$ cat src/rtl/aes_block_sequencer_if.sv
// Signal bundle for aes_block_sequencer: upstream block stream, AES core cipher bus,
// downstream result stream and status. The sequencer uses the master modport.
interface aes_block_sequencer_if #(
  parameter int TAG_W = 4
);
  logic             in_valid;
  logic             in_ready;
  logic [127:0]     in_data;
  logic             in_ende;
  logic [TAG_W-1:0] in_tag;
  logic             key_ready;
  logic             core_ready;
  logic [127:0]     core_i_data;
  logic             core_i_data_valid;
  logic             core_i_ende;
  logic             core_i_enable;
  logic [127:0]     core_o_data;
  logic             core_o_data_valid;
  logic             out_valid;
  logic             out_ready;
  logic [127:0]     out_data;
  logic             out_ende;
  logic [TAG_W-1:0] out_tag;
  logic [15:0]      blk_count;
  logic             timeout_err;

  modport master (
    input  in_valid, in_data, in_ende, in_tag, key_ready, core_ready,
           core_o_data, core_o_data_valid, out_ready,
    output in_ready, core_i_data, core_i_data_valid, core_i_ende, core_i_enable,
           out_valid, out_data, out_ende, out_tag, blk_count, timeout_err
  );

  modport slave (
    output in_valid, in_data, in_ende, in_tag, key_ready, core_ready,
           core_o_data, core_o_data_valid, out_ready,
    input  in_ready, core_i_data, core_i_data_valid, core_i_ende, core_i_enable,
           out_valid, out_data, out_ende, out_tag, blk_count, timeout_err
  );
endinterface

$ cat src/rtl/aes_block_sequencer.sv
// One-block-in-flight sequencer between a valid/ready block stream and the AES core cipher bus.
// Optional result watchdog (sticky timeout_err) is enabled by defining AES_SEQ_TIMEOUT_EN.
module aes_block_sequencer #(
  parameter int TAG_W          = 4,
  parameter int TIMEOUT_CYCLES = 64
) (
  input  logic                  clk,
  input  logic                  resetH,
  aes_block_sequencer_if.master io_bus
);

  typedef enum logic [1:0] {
    ST_IDLE        = 2'd0,
    ST_WAIT_CORE   = 2'd1,
    ST_WAIT_RESULT = 2'd2,
    ST_HOLD_OUT    = 2'd3
  } state_t;

  if (TIMEOUT_CYCLES < 1 || TIMEOUT_CYCLES > 65536) begin : g_cfg_check
    $error("aes_block_sequencer: TIMEOUT_CYCLES must be in 1..65536");
  end

  state_t           r_state;
  logic [127:0]     r_hold_data;
  logic             r_hold_ende;
  logic [TAG_W-1:0] r_hold_tag;
  logic [127:0]     r_core_i_data;
  logic             r_core_i_data_valid;
  logic             r_core_i_ende;
  logic             r_core_i_enable;
  logic             r_out_valid;
  logic [127:0]     r_out_data;
  logic             r_out_ende;
  logic [TAG_W-1:0] r_out_tag;
  logic [15:0]      r_blk_count;
  logic             w_in_ready;
  logic             w_accept;
  logic             w_result;

`ifdef AES_SEQ_TIMEOUT_EN
  localparam logic [15:0] LP_TIMEOUT_LAST = 16'(TIMEOUT_CYCLES - 1);
  logic        r_timeout_err;
  logic [15:0] r_wait_cnt;
  assign io_bus.timeout_err = r_timeout_err;
`else
  assign io_bus.timeout_err = 1'b0;
`endif

  assign w_in_ready = (r_state == ST_IDLE) && io_bus.key_ready && !resetH;
  assign w_accept   = io_bus.in_valid && w_in_ready;
  // The core's valid is not trusted during the start-pulse cycle itself.
  assign w_result   = io_bus.core_o_data_valid && !r_core_i_data_valid;

  assign io_bus.in_ready          = w_in_ready;
  assign io_bus.core_i_data       = r_core_i_data;
  assign io_bus.core_i_data_valid = r_core_i_data_valid;
  assign io_bus.core_i_ende       = r_core_i_ende;
  assign io_bus.core_i_enable     = r_core_i_enable;
  assign io_bus.out_valid         = r_out_valid;
  assign io_bus.out_data          = r_out_data;
  assign io_bus.out_ende          = r_out_ende;
  assign io_bus.out_tag           = r_out_tag;
  assign io_bus.blk_count         = r_blk_count;

  // Sequencer FSM with all registered outputs.
  always_ff @(posedge clk) begin
    if (resetH) begin
      r_state             <= ST_IDLE;
      r_hold_data         <= 128'd0;
      r_hold_ende         <= 1'b0;
      r_hold_tag          <= {TAG_W{1'b0}};
      r_core_i_data       <= 128'd0;
      r_core_i_data_valid <= 1'b0;
      r_core_i_ende       <= 1'b0;
      r_core_i_enable     <= 1'b0;
      r_out_valid         <= 1'b0;
      r_out_data          <= 128'd0;
      r_out_ende          <= 1'b0;
      r_out_tag           <= {TAG_W{1'b0}};
      r_blk_count         <= 16'd0;
`ifdef AES_SEQ_TIMEOUT_EN
      r_timeout_err       <= 1'b0;
      r_wait_cnt          <= 16'd0;
`endif
    end else begin
      r_core_i_data_valid <= 1'b0;
      case (r_state)
        ST_IDLE: begin
          if (w_accept) begin
            r_hold_data <= io_bus.in_data;
            r_hold_ende <= io_bus.in_ende;
            r_hold_tag  <= io_bus.in_tag;
            r_state     <= ST_WAIT_CORE;
          end
        end
        ST_WAIT_CORE: begin
          if (io_bus.core_ready) begin
            r_core_i_data       <= r_hold_data;
            r_core_i_ende       <= r_hold_ende;
            r_core_i_data_valid <= 1'b1;
            r_core_i_enable     <= 1'b1;
            r_state             <= ST_WAIT_RESULT;
`ifdef AES_SEQ_TIMEOUT_EN
            r_wait_cnt          <= 16'd0;
`endif
          end
        end
        ST_WAIT_RESULT: begin
          // A result on the watchdog's final cycle still wins.
          if (w_result) begin
            r_out_data  <= io_bus.core_o_data;
            r_out_ende  <= r_hold_ende;
            r_out_tag   <= r_hold_tag;
            r_out_valid <= 1'b1;
            r_state     <= ST_HOLD_OUT;
          end
`ifdef AES_SEQ_TIMEOUT_EN
          else if (r_wait_cnt == LP_TIMEOUT_LAST) begin
            r_timeout_err   <= 1'b1;
            r_core_i_enable <= 1'b0;
            r_state         <= ST_IDLE;
          end else begin
            r_wait_cnt <= r_wait_cnt + 16'd1;
          end
`endif
        end
        ST_HOLD_OUT: begin
          if (io_bus.out_ready) begin
            r_out_valid <= 1'b0;
            r_blk_count <= r_blk_count + 16'd1;
            r_state     <= ST_IDLE;
          end
        end
        default: begin
          r_state <= ST_IDLE;
        end
      endcase
    end
  end

endmodule
$ cat src/flat_wrapper.sv
// flat-port wrapper written by rule: the top's interface ports become plain ports
module aes_block_sequencer_flat 
#(
  parameter int TAG_W          = 4,
  parameter int TIMEOUT_CYCLES = 64
)
  (clk, resetH, io_bus_in_valid, io_bus_in_data, io_bus_in_ende, io_bus_in_tag, io_bus_key_ready, io_bus_core_ready, io_bus_core_o_data, io_bus_core_o_data_valid, io_bus_out_ready, io_bus_in_ready, io_bus_core_i_data, io_bus_core_i_data_valid, io_bus_core_i_ende, io_bus_core_i_enable, io_bus_out_valid, io_bus_out_data, io_bus_out_ende, io_bus_out_tag, io_bus_blk_count, io_bus_timeout_err);
  aes_block_sequencer_if #(.TAG_W(TAG_W)) io_bus_i ();
  input  logic clk;
  input  logic resetH;
  input wire logic [$bits(io_bus_i.in_valid)-1:0] io_bus_in_valid;
  input wire logic [$bits(io_bus_i.in_data)-1:0] io_bus_in_data;
  input wire logic [$bits(io_bus_i.in_ende)-1:0] io_bus_in_ende;
  input wire logic [$bits(io_bus_i.in_tag)-1:0] io_bus_in_tag;
  input wire logic [$bits(io_bus_i.key_ready)-1:0] io_bus_key_ready;
  input wire logic [$bits(io_bus_i.core_ready)-1:0] io_bus_core_ready;
  input wire logic [$bits(io_bus_i.core_o_data)-1:0] io_bus_core_o_data;
  input wire logic [$bits(io_bus_i.core_o_data_valid)-1:0] io_bus_core_o_data_valid;
  input wire logic [$bits(io_bus_i.out_ready)-1:0] io_bus_out_ready;
  output wire logic [$bits(io_bus_i.in_ready)-1:0] io_bus_in_ready;
  output wire logic [$bits(io_bus_i.core_i_data)-1:0] io_bus_core_i_data;
  output wire logic [$bits(io_bus_i.core_i_data_valid)-1:0] io_bus_core_i_data_valid;
  output wire logic [$bits(io_bus_i.core_i_ende)-1:0] io_bus_core_i_ende;
  output wire logic [$bits(io_bus_i.core_i_enable)-1:0] io_bus_core_i_enable;
  output wire logic [$bits(io_bus_i.out_valid)-1:0] io_bus_out_valid;
  output wire logic [$bits(io_bus_i.out_data)-1:0] io_bus_out_data;
  output wire logic [$bits(io_bus_i.out_ende)-1:0] io_bus_out_ende;
  output wire logic [$bits(io_bus_i.out_tag)-1:0] io_bus_out_tag;
  output wire logic [$bits(io_bus_i.blk_count)-1:0] io_bus_blk_count;
  output wire logic [$bits(io_bus_i.timeout_err)-1:0] io_bus_timeout_err;
  assign io_bus_i.in_valid = io_bus_in_valid;
  assign io_bus_i.in_data = io_bus_in_data;
  assign io_bus_i.in_ende = io_bus_in_ende;
  assign io_bus_i.in_tag = io_bus_in_tag;
  assign io_bus_i.key_ready = io_bus_key_ready;
  assign io_bus_i.core_ready = io_bus_core_ready;
  assign io_bus_i.core_o_data = io_bus_core_o_data;
  assign io_bus_i.core_o_data_valid = io_bus_core_o_data_valid;
  assign io_bus_i.out_ready = io_bus_out_ready;
  assign io_bus_in_ready = io_bus_i.in_ready;
  assign io_bus_core_i_data = io_bus_i.core_i_data;
  assign io_bus_core_i_data_valid = io_bus_i.core_i_data_valid;
  assign io_bus_core_i_ende = io_bus_i.core_i_ende;
  assign io_bus_core_i_enable = io_bus_i.core_i_enable;
  assign io_bus_out_valid = io_bus_i.out_valid;
  assign io_bus_out_data = io_bus_i.out_data;
  assign io_bus_out_ende = io_bus_i.out_ende;
  assign io_bus_out_tag = io_bus_i.out_tag;
  assign io_bus_blk_count = io_bus_i.blk_count;
  assign io_bus_timeout_err = io_bus_i.timeout_err;
  aes_block_sequencer #(.TAG_W(TAG_W), .TIMEOUT_CYCLES(TIMEOUT_CYCLES)) u_core (.clk(clk), .resetH(resetH), .io_bus(io_bus_i));
endmodule
$ cat config.mk
export PLATFORM = sky130hd
export DESIGN_NAME = aes_block_sequencer_flat
export DESIGN_NICKNAME = d
export VERILOG_FILES = /design/src/rtl/aes_block_sequencer_if.sv /design/src/rtl/aes_block_sequencer.sv /design/src/flat_wrapper.sv
export SDC_FILE = /design/constraint.sdc
export NUM_CORES = 1
export LEC_CHECK = 0
export ABC_AREA = 1
export BUFFER_PORTS_ARGS = -buffer_cell sky130_fd_sc_hd__buf_2
export CAP_MARGIN = 20
export CORE_AREA = 2 2 212 214
export CTS_CLUSTER_SIZE = 24
export DETAILED_ROUTE_END_ITERATION = 6
export DIE_AREA = 0 0 214 216
export SLEW_MARGIN = 5
export SYNTH_ARGS = -nofsm -noshare
export SYNTH_HDL_FRONTEND = slang
export SYNTH_SLANG_ARGS = --single-unit
export TNS_END_PERCENT = 5
$ cat constraint.sdc
create_clock -name clk -period 2.5 [get_ports clk]
set_input_delay 0.125 -clock clk [delete_from_list [all_inputs] [get_ports clk]]
set_output_delay 0.125 -clock clk [all_outputs]
set_load 0.005 [all_outputs]
==> After elaboration in Yosys (flattened, before gate mapping) <==
Cells that the tools add are included.
{ "word_totals": {"regBits": 416, "input_bits": 268, "out_inout_bits": 283, "wordCells": 46} }
{ "op_classes": {"n_addsub": 1, "n_eq_ne": 7, "muxes": 9, "n_bitwise": 1, "n_reduce_logical": 15} }
{ "op_table": {"columns": ["cell", "n"], "rows": [
  ["$add A16 B1 Y16 const B", 1],
  ["$mux W2", 4],
  ["$pmux W2 S4", 1],
  ["$reduce_and A2 Y1", 4],
  ["$eq A2 B2 Y1 const B", 2],
  ["$logic_and A1 B1 Y1", 4],
  ["$ne A2 B1 Y1 const B", 2],
  ["$ne A2 B2 Y1 const B", 2],
  ["$reduce_and A4 Y1", 1],
  ["$mux W1", 3],
  ["$reduce_and A3 Y1", 1],
  ["$eq A2 B1 Y1 const B", 1],
  ["$logic_not A1 Y1", 2],
  ["$logic_not A2 Y1", 1],
  ["$pmux W1 S2", 1],
  ["$reduce_bool A2 Y1", 1],
  ["$reduce_or A2 Y1", 1],
  ["$not A1 Y1", 1]
]} }

==> Logic depth before layout (Yosys ltp) <==
Gate-level depths: netlist of the first run.
{ "logic_depth": {"ltp_word": 6, "ltp_mapped": 10, "ltp_nobuf": 9} }

==> Worst setup path before layout of the first run <==
OpenSTA, ideal clock, no wires.
{ "synth_path": {"path_kind": "register to register", "from": "reg u_core.r_state[0]", "to": "reg u_core.r_hold_data[37]", "setup_ps": 119, "t_arrival_ps": 1303, "required_time_ps": 2381, "slack_ps": 1077, "stages_incl_launch_ff": 10, "path_buffers": 2, "period_less_slack_ps": 1423, "path_cell_list": "dfxtp_1 -> inv_1 -> ha_1 -> nand2_1 -> nor2_4 -> nand2_2 -> buf_4 -> clkbuf_2 -> o21ai_0 -> a21oi_1"} }
{ "synth_between": {"elab_chain_len": 5} }
{ "synth_lines": {"columns": ["item", "line", "text"], "rows": [
  ["start: declaration", "aes_block_sequencer.sv:23", "state_t r_state;"],
  ["start signal: assignment", "aes_block_sequencer.sv:68", "r_state <= ST_IDLE;"],
  ["start signal: assignment", "aes_block_sequencer.sv:93", "r_state <= ST_WAIT_CORE;"],
  ["start signal: assignment", "aes_block_sequencer.sv:102", "r_state <= ST_WAIT_RESULT;"],
  ["$logic_not A2 Y1 *", "aes_block_sequencer.sv:49, aes_block_sequencer.sv:87", null],
  ["$logic_and A1 B1 Y1 (2 in series)", "aes_block_sequencer.sv:49", "assign w_in_ready = (r_state == ST_IDLE) && io_bus.key_ready && !resetH;"],
  ["$logic_and A1 B1 Y1", "aes_block_sequencer.sv:50", "assign w_accept = io_bus.in_valid && w_in_ready;"],
  ["$reduce_and A2 Y1 (no line) *", null, null],
  ["end signal: assignment", "aes_block_sequencer.sv:90", "r_hold_data <= io_bus.in_data;"],
  ["end: declaration", "aes_block_sequencer.sv:24", "logic [127:0] r_hold_data;"]
]} }
Every way passes the cells marked *; elsewhere a longest branch is shown, timed or not.
A chain may end at the register's enable or synchronous reset.

==> Worst setup path in the final report of the first run <==
{ "layout_path": {"from": "reg u_core.r_state[0]", "to": "reg u_core.r_out_data[31] (netlist: u_core.io_bus.out_data[31])"} }
{ "layout_between": {"elab_chain_len": 2} }
{ "layout_lines": {"columns": ["item", "line", "text"], "rows": [
  ["$eq A2 B2 Y1", "aes_block_sequencer.sv:87", "case (r_state)"],
  ["$reduce_and A2 Y1 (no line)", null, null],
  ["end signal: assignment", "aes_block_sequencer.sv:111", "r_out_data <= io_bus.core_o_data;"],
  ["end: declaration", "aes_block_sequencer.sv:32", "logic [127:0] r_out_data;"]
]} }
Every way passes these cells.

==> qor.csv, run 1 <==
stage;metric;value;unit
power;power_frac_clock;38.3;%
drt;ant_nets;0;
power;power_leakage;9.78;nW
setup_path;startpoint_type;register;
yosys;synth_top_area_share;57.0;%
timing;timing.final.crit_period;2.39;ns
yosys;synth_edf_count;0;
power;finalPower;18.8;mW
timing;slew_headroom;56.7;%
yosys;ys_ff_latch;416;
timing;rsz0062_at_grt;no;
power;p_seq_share;41.6;%
floorplanning;die_w;214;um
drt;num_vias;15400;
status;status;completed;
floorplanning;start_util;33.3;%
timing;finalSetupViolations;0;
floorplanning;core_area;43800;um2
clock_network;htree_num_levels;2;
timing;worst_pin_slew;0.650;ns
place;gp_congestion;0.898;
clock_network;clk_pin_slew;0.06;ns
global_routing;busiest_layer;met2;
place;place_hpwl;32100;um
global_routing;track_usage;21.5;%
drt;avgRoutedWirePerCell;16.0;um
power;p_sw;5.26;mW
final_layout;syn_to_final_growth;53.9;%
drt;drc;0;
timing;clock-skew-final;0.0160;ns
global_routing;grt_pass1_wl;81000;um
yosys;syn_area;14600;um2
global_routing;use_met2;35.7;%
yosys;synth_area_leaders;dfxtp_1 (57%), a21oi_1 (12%), nand2_1 (9.0%);
setup_path;crit_fanout;133;
yosys;synth_common_cells;dfxtp_1 (416), a21oi_1 (364), nand2_1 (351);
yosys;synthCells;1803;
drt;drt_iter0_markers;956;
timing;fin_tns_setup;0;ns
drt;via_per_inst;4.80;
power;power_density;836;nW/um2
min_path;min_path_type;in2reg;
clock_network;cts_buffers;45;
drt;routed_wl;51500;um
timing;slew_violations;0;
floorplanning;die-height;216;um
yosys;yosysWarnings;0;
setup_path;criticalPathCategory;reg2reg;
global_routing;first_global_vias;15400;
global_routing;grt_max_degree;134;
clock_network;insertion_delay;0.56;ns
yosys;synth_flop_cell;dfxtp_1;
final_layout;regArea;8330;um2
yosys;synth_nets;2077;
final_layout;drive_gt1_share;25.3;%
timing;final_hold_viol_count;0;
yosys;synth.distinct_cells;27;
timing;finalCritPeriodShare;95.7;%
final_layout;nNetsFinal;2862;
clock_network;cts.sinks;416;
global_routing;antenna_found_initial;4;
drt;detail_route.first_pass.iterations;5;
clock_network;cts_root_buf;clkbuf_16;
global_routing;grt-ovfl-total;0;
floorplanning;rows;77;
power;swShare;28.0;%
power;vdd_drop_max;0.609;mV
yosys;async_flop_share;0;%
setup_path;required;3.01;ns
clock_network;cts_tree;done;
final_layout;nFillCells;4016;
flow_run;maxCapViolCount;0;
final_layout;multi_input_area;5200;um2
power;p_int;13.5;mW
global_routing;use_met1;25.4;%
floorplanning;die-area;46200;um2
timing;max_freq;0.418;GHz
setup_path;cp.arrival;2.90;ns
floorplanning;ios;551;
setup_path;critPathCaptureType;register;
yosys;syn_avg_cell_area;8.10;um2
global_routing;use_met3;5.89;%
yosys;synth.largest_area_cell;dfxtp_1;
place;numPortBuffers;549;
clock_network;clockBufferDepth;3;
yosys;yosysMostFrequentCell;dfxtp_1;
yosys;seq_area_frac_synth;57.0;%
power;comb_power_share;20.1;%
[layer usage]
layer  vias up  routed length, um
met3       202               3790
met4         4               2440
li1       7472                  -
met1      7133              20600
met5         -                 30
met2       630              24600
[path summary, 6_finish.rpt]
path | startpoint | endpoint | slack [ns] | depth (start not counted)
setup / recovery | u_core.r_state[0]$_SDFFE_PP0P_ | u_core.io_bus.out_data[31]$_SDFFE_PP0P_ | 0.11 | 7
hold / removal | io_bus_core_ready | u_core.r_state[0]$_SDFFE_PP0P_ | 0.12 | 5
hold reg to reg | u_core.r_hold_data[13]$_SDFFE_PP0P_ | u_core.io_bus.core_i_data[13]$_SDFFE_PP0P_ | 0.45 | 2
setup reg to reg | u_core.r_state[0]$_SDFFE_PP0P_ | u_core.io_bus.out_data[31]$_SDFFE_PP0P_ | 0.11 | 7
[state kept, by name (all words and copies together) (netlist names)]
register	cells
u_core.io_bus.core_i_data_valid	1
u_core.r_hold_tag	4
u_core.r_hold_data	128
u_core.io_bus.out_valid	1
u_core.io_bus.out_ende	1
u_core.io_bus.out_tag	4
u_core.io_bus.blk_count	16
u_core.io_bus.out_data	128
u_core.io_bus.core_i_enable	1
u_core.io_bus.core_i_ende	1
u_core.r_state	2
u_core.r_hold_ende	1
u_core.io_bus.core_i_data	128
[what timing repair did]
action | CTS | global route
hold endpoints to repair | 266 | 0
gates resized for setup | 0 | 5
setup endpoints to repair | 0 | 15
buffers inserted | 0 | 0
hold buffers | 300 | 0
[through the flow]
step	utilization, %	hold slack, ns	area, um2	setup slack [ns]	std cells
after global routing	51.3	0.182	22500	0.0302	3218
final	51.3	0.124	22500	0.108	3218
after detailed placement	40.7	0.380	17800	0.575	2833
after CTS	51.2	0.0903	22500	0.177	3216
after global placement	40.7	0.374	17800	0.622	2833
after floorplan	-	0.268	14600	1.08	1803
[logic make-up after synthesis]
kind of cell / Yosys count / share of synthesized area [%]
flip-flops: 416 / 57.0
AO/OA/AOI/OAI: 590 / 20.2
adder cells (fa/ha/maj): 6 / 0.514
AND/OR/NAND/NOR: 538 / 14.6
other: 1 / 0.0257
buffers and inverters: 251 / 7.56
XOR/XNOR: 1 / 0.0600
[cell usage in the layout, fill, tap and decap left out, types with 2 or more instances in the layout]
master / Yosys / final
buf_4: 6 / 11
clkinv_2: 1 / 11
clkbuf_16: 0 / 47
nand4_1: 3 / 3
nand3_1: 55 / 55
inv_6: 0 / 4
nand2_1: 351 / 349
dfxtp_1: 416 / 415
diode_2: 0 / 2
buf_12: 0 / 13
dlygate4sd3_1: 0 / 300
ha_1: 6 / 6
buf_2: 61 / 548
clkbuf_8: 0 / 10
nor2_4: 2 / 2
bufinv_16: 0 / 7
a21oi_1: 364 / 364
nor2_1: 121 / 121
clkinvlp_4: 0 / 3
o21ai_1: 13 / 13
inv_1: 112 / 112
clkbuf_1: 51 / 3
nand2_2: 2 / 3
o21ai_0: 212 / 212
[worst max-delay path, stage by stage, from the launching register on]
cell and delay, ns:
dfxtp_2 0.37, inv_1 0.09, ha_1 0.27, nand3_4 0.15
buf_16 0.41, nand2_1 0.19, a21oi_1 0.22, dlygate4sd3_1 0.56
[area by class of cell]
class	count	area share [%]
Clock buffer	60	5.89
Inverter	115	1.99
Tap cell	592	3.30
Multi-Input combinational cell	1136	23.1
Antenna cell	2	0.0223
Timing Repair Buffer	874	27.3
Sequential cell	416	37.1
Clock inverter	23	1.36
[power groups by stage]
stage | combinational, mW | clock [mW] | sequential [mW]
2_1_floorplan | 1.81 | 0 | 7.96
3_3_place_gp | 3.24 | 0 | 7.90
3_5_place_dp | 3.31 | 0 | 7.93
4_1_cts | 3.73 | 7.36 | 7.80
5_1_grt | 4.17 | 7.66 | 7.90
6_report | 3.77 | 7.20 | 7.82
(Power assumes the default switching activity.)
==> run 2, diff against run 1 <==
CORE_AREA = 2 2 215 217   (was 2 2 212 214)
DIE_AREA = 0 0 217 219   (was 0 0 214 216)
clock period = 2.2 ns   (was 2.5 ns; I/O delays follow)
==> run 2 against run 1 <==
Core utilization fell by 2.5 points; total power rose by 10%; clock-buffer cell count rose by 12; clock skew fell by 0.0016 ns; hold slack got worse by 0.012 ns; critical path type is now reg2out.
==> qor.csv, run 2 (synthesized netlist as in run 1, its figures left out) <==
stage;metric;value;unit
final_layout;instances_no_fill;3194;
setup_path;reg2reg_depth;6;
drt;num_vias;15100;
global_routing;grt_pass1_wl;75800;um
timing;max_freq;0.492;GHz
setup_path;criticalPathCategory;reg2out;
drt;drt_iter0_markers;1058;
setup_path;critPathCaptureType;output port;
setup_path;crit_buf_inv;3;
timing;finalSetupViolations;0;
min_path;min_path_type;in2reg;
timing;rsz0062_at_grt;no;
clock_network;clockBufferDepth;3;
setup_path;required;2.09;ns
setup_path;crit_fanout;48;
setup_path;r2r_slack;0.26;ns
flow_run;maxCapViolCount;0;
drt;via_per_inst;4.73;
place;gp_congestion;0.818;
final_layout;nNetsFinal;2826;
floorplanning;die-area;47500;um2
timing;fin_tns_setup;0;ns
global_routing;track_usage;19.6;%
drt;drc;0;
clock_network;htree_num_levels;2;
min_path;min-delay-start;io_bus_in_valid;
power;finalPower;20.7;mW
timing;final_hold_viol_count;0;
setup_path;cp.arrival;1.92;ns
setup_path;crit_chain;inv_1 -> ha_1 -> nand2_1 -> nor2_4 -> buf_12 -> buf_2;
timing;slew_violations;0;
min_path;whs_path_depth;3;
status;status;completed;
timing;finalCritPeriodShare;92.3;%
setup_path;critPathTopFamily;buffers and inverters;
timing;slew_headroom;43.5;%
setup_path;critical_path_cell_count;6;
setup_path;crit_slowest_cell;dfxtp_1;
place;numPortBuffers;549;
power;power_leakage;9.47;nW
min_path;hold_end;u_core.r_hold_data[0]$_SDFFE_PP0P_;
clock_network;cts_root_buf;clkbuf_16;
floorplanning;start_util;32.4;%
final_layout;layout_commonest_cell;buf_2;
drt;ant_nets;0;
setup_path;rr_startpoint;u_core.r_state[0]$_SDFFE_PP0P_;
global_routing;grt_max_degree;184;
floorplanning;rows;78;
drt;detail_route.first_pass.iterations;5;
setup_path;r2r-end;u_core.io_bus.out_data[34]$_SDFFE_PP0P_;
power;power_density;941;nW/um2
setup_path;startpoint_type;register;
drt;avgRoutedWirePerCell;15.6;um
final_layout;syn_to_final_growth;50.7;%
floorplanning;core_area;45100;um2
clock_network;cts.sinks;416;
floorplanning;die_w;217;um
global_routing;antenna_found_initial;7;
timing;worst_pin_slew;0.848;ns
setup_path;slowest_delay;0.34;ns
clock_network;insertion_delay;0.56;ns
global_routing;first_global_vias;14400;
global_routing;grt-ovfl-total;0;
timing;timing.final.crit_period;2.03;ns
power;vdd_drop_max;0.570;mV
final_layout;final_cell_mix;buf_2 (548), dfxtp_1 (416), a21oi_1 (364);
clock_network;cts_setup_buffers;0;
place;dp_cells;2840;
timing;clock-skew-final;0.0144;ns
final_layout;final_core_util;48.8;%
drt;routed_wl;49900;um
clock_network;clk_pin_slew;0.06;ns
place;place_hpwl;32300;um
floorplanning;ios;551;
floorplanning;die-height;219;um
final_layout;drive_gt1_share;25.2;%
clock_network;cts_tree;done;
clock_network;cts_buffers;46;
## run 2: cell types whose count changed in the layout (fill, tap and decap cells not counted), moves of 3 or more
cell	before	now
dlygate4sd3_1	300	264
clkbuf_1	3	13
clkinv_2	11	3
bufinv_16	7	2
diode_2	2	7
clkbuf_8	10	13
clkinvlp_4	3	0
## run 2: layout make-up
cell class,instances,area (um2)
Timing Repair Buffer,837,5760
Tap cell,600,751
Antenna cell,7,17.5
Clock inverter,11,135
Sequential cell,416,8330
Clock buffer,72,1380
Fill cell,4237,23100
Multi-Input combinational cell,1136,5190
Inverter,115,444
## run 2: how the worst max path moves through the flow
stage	slack, ns	endpoint	start
6_report	0.17	io_bus_in_ready	u_core.r_state[1]$_SDFFE_PP0P_
2_1_floorplan	0.78	u_core.r_hold_data[37]$_SDFFE_PP0P_	u_core.r_state[0]$_SDFFE_PP0P_
5_1_grt	0.03	io_bus_in_ready	u_core.r_state[1]$_SDFFE_PP0P_
4_1_cts	0.04	io_bus_in_ready	u_core.r_state[1]$_SDFFE_PP0P_
3_3_place_gp	0.47	u_core.r_hold_tag[1]$_SDFFE_PP0P_	u_core.r_state[0]$_SDFFE_PP0P_
3_5_place_dp	0.43	u_core.r_hold_data[79]$_SDFFE_PP0P_	u_core.r_state[1]$_SDFFE_PP0P_
## run 2: through the flow
step / area, um2 / hold slack (ns) / setup slack, ns
final: 22000 / 0.112 / 0.169
after global routing: 22000 / 0.117 / 0.0334
after CTS: 22000 / 0.0632 / 0.0360
after detailed placement: 17800 / 0.364 / 0.429
after global placement: 17800 / 0.359 / 0.470
after floorplan: 14600 / 0.253 / 0.777
## run 2: worst min-delay path: stages
cell and delay (ns):
buf_2 0.14, nand2_8 0.27, a21oi_1 0.11
## run 2: what timing repair did
action	CTS	global route
pin swaps	0	0
hold buffers	264	0
setup endpoints to repair	1	1
endpoints found under the hold margin	283	0
resized for setup	1	3
gates cloned	0	0
## run 2: per-layer routing
layer	global-route usage [%]	wire length, um
met1	24.7	21100
met2	32.3	23800
met3	4.82	3300
met4	7.56	1670
met5	0	21
## run 2: where the power goes
part           switching [mW]  internal (mW)  leakage [nW]
clock network            3.11           4.55         0.745
registers               0.420           8.46          3.38
logic                    2.40           1.78          5.35
total                    5.92           14.8          9.47
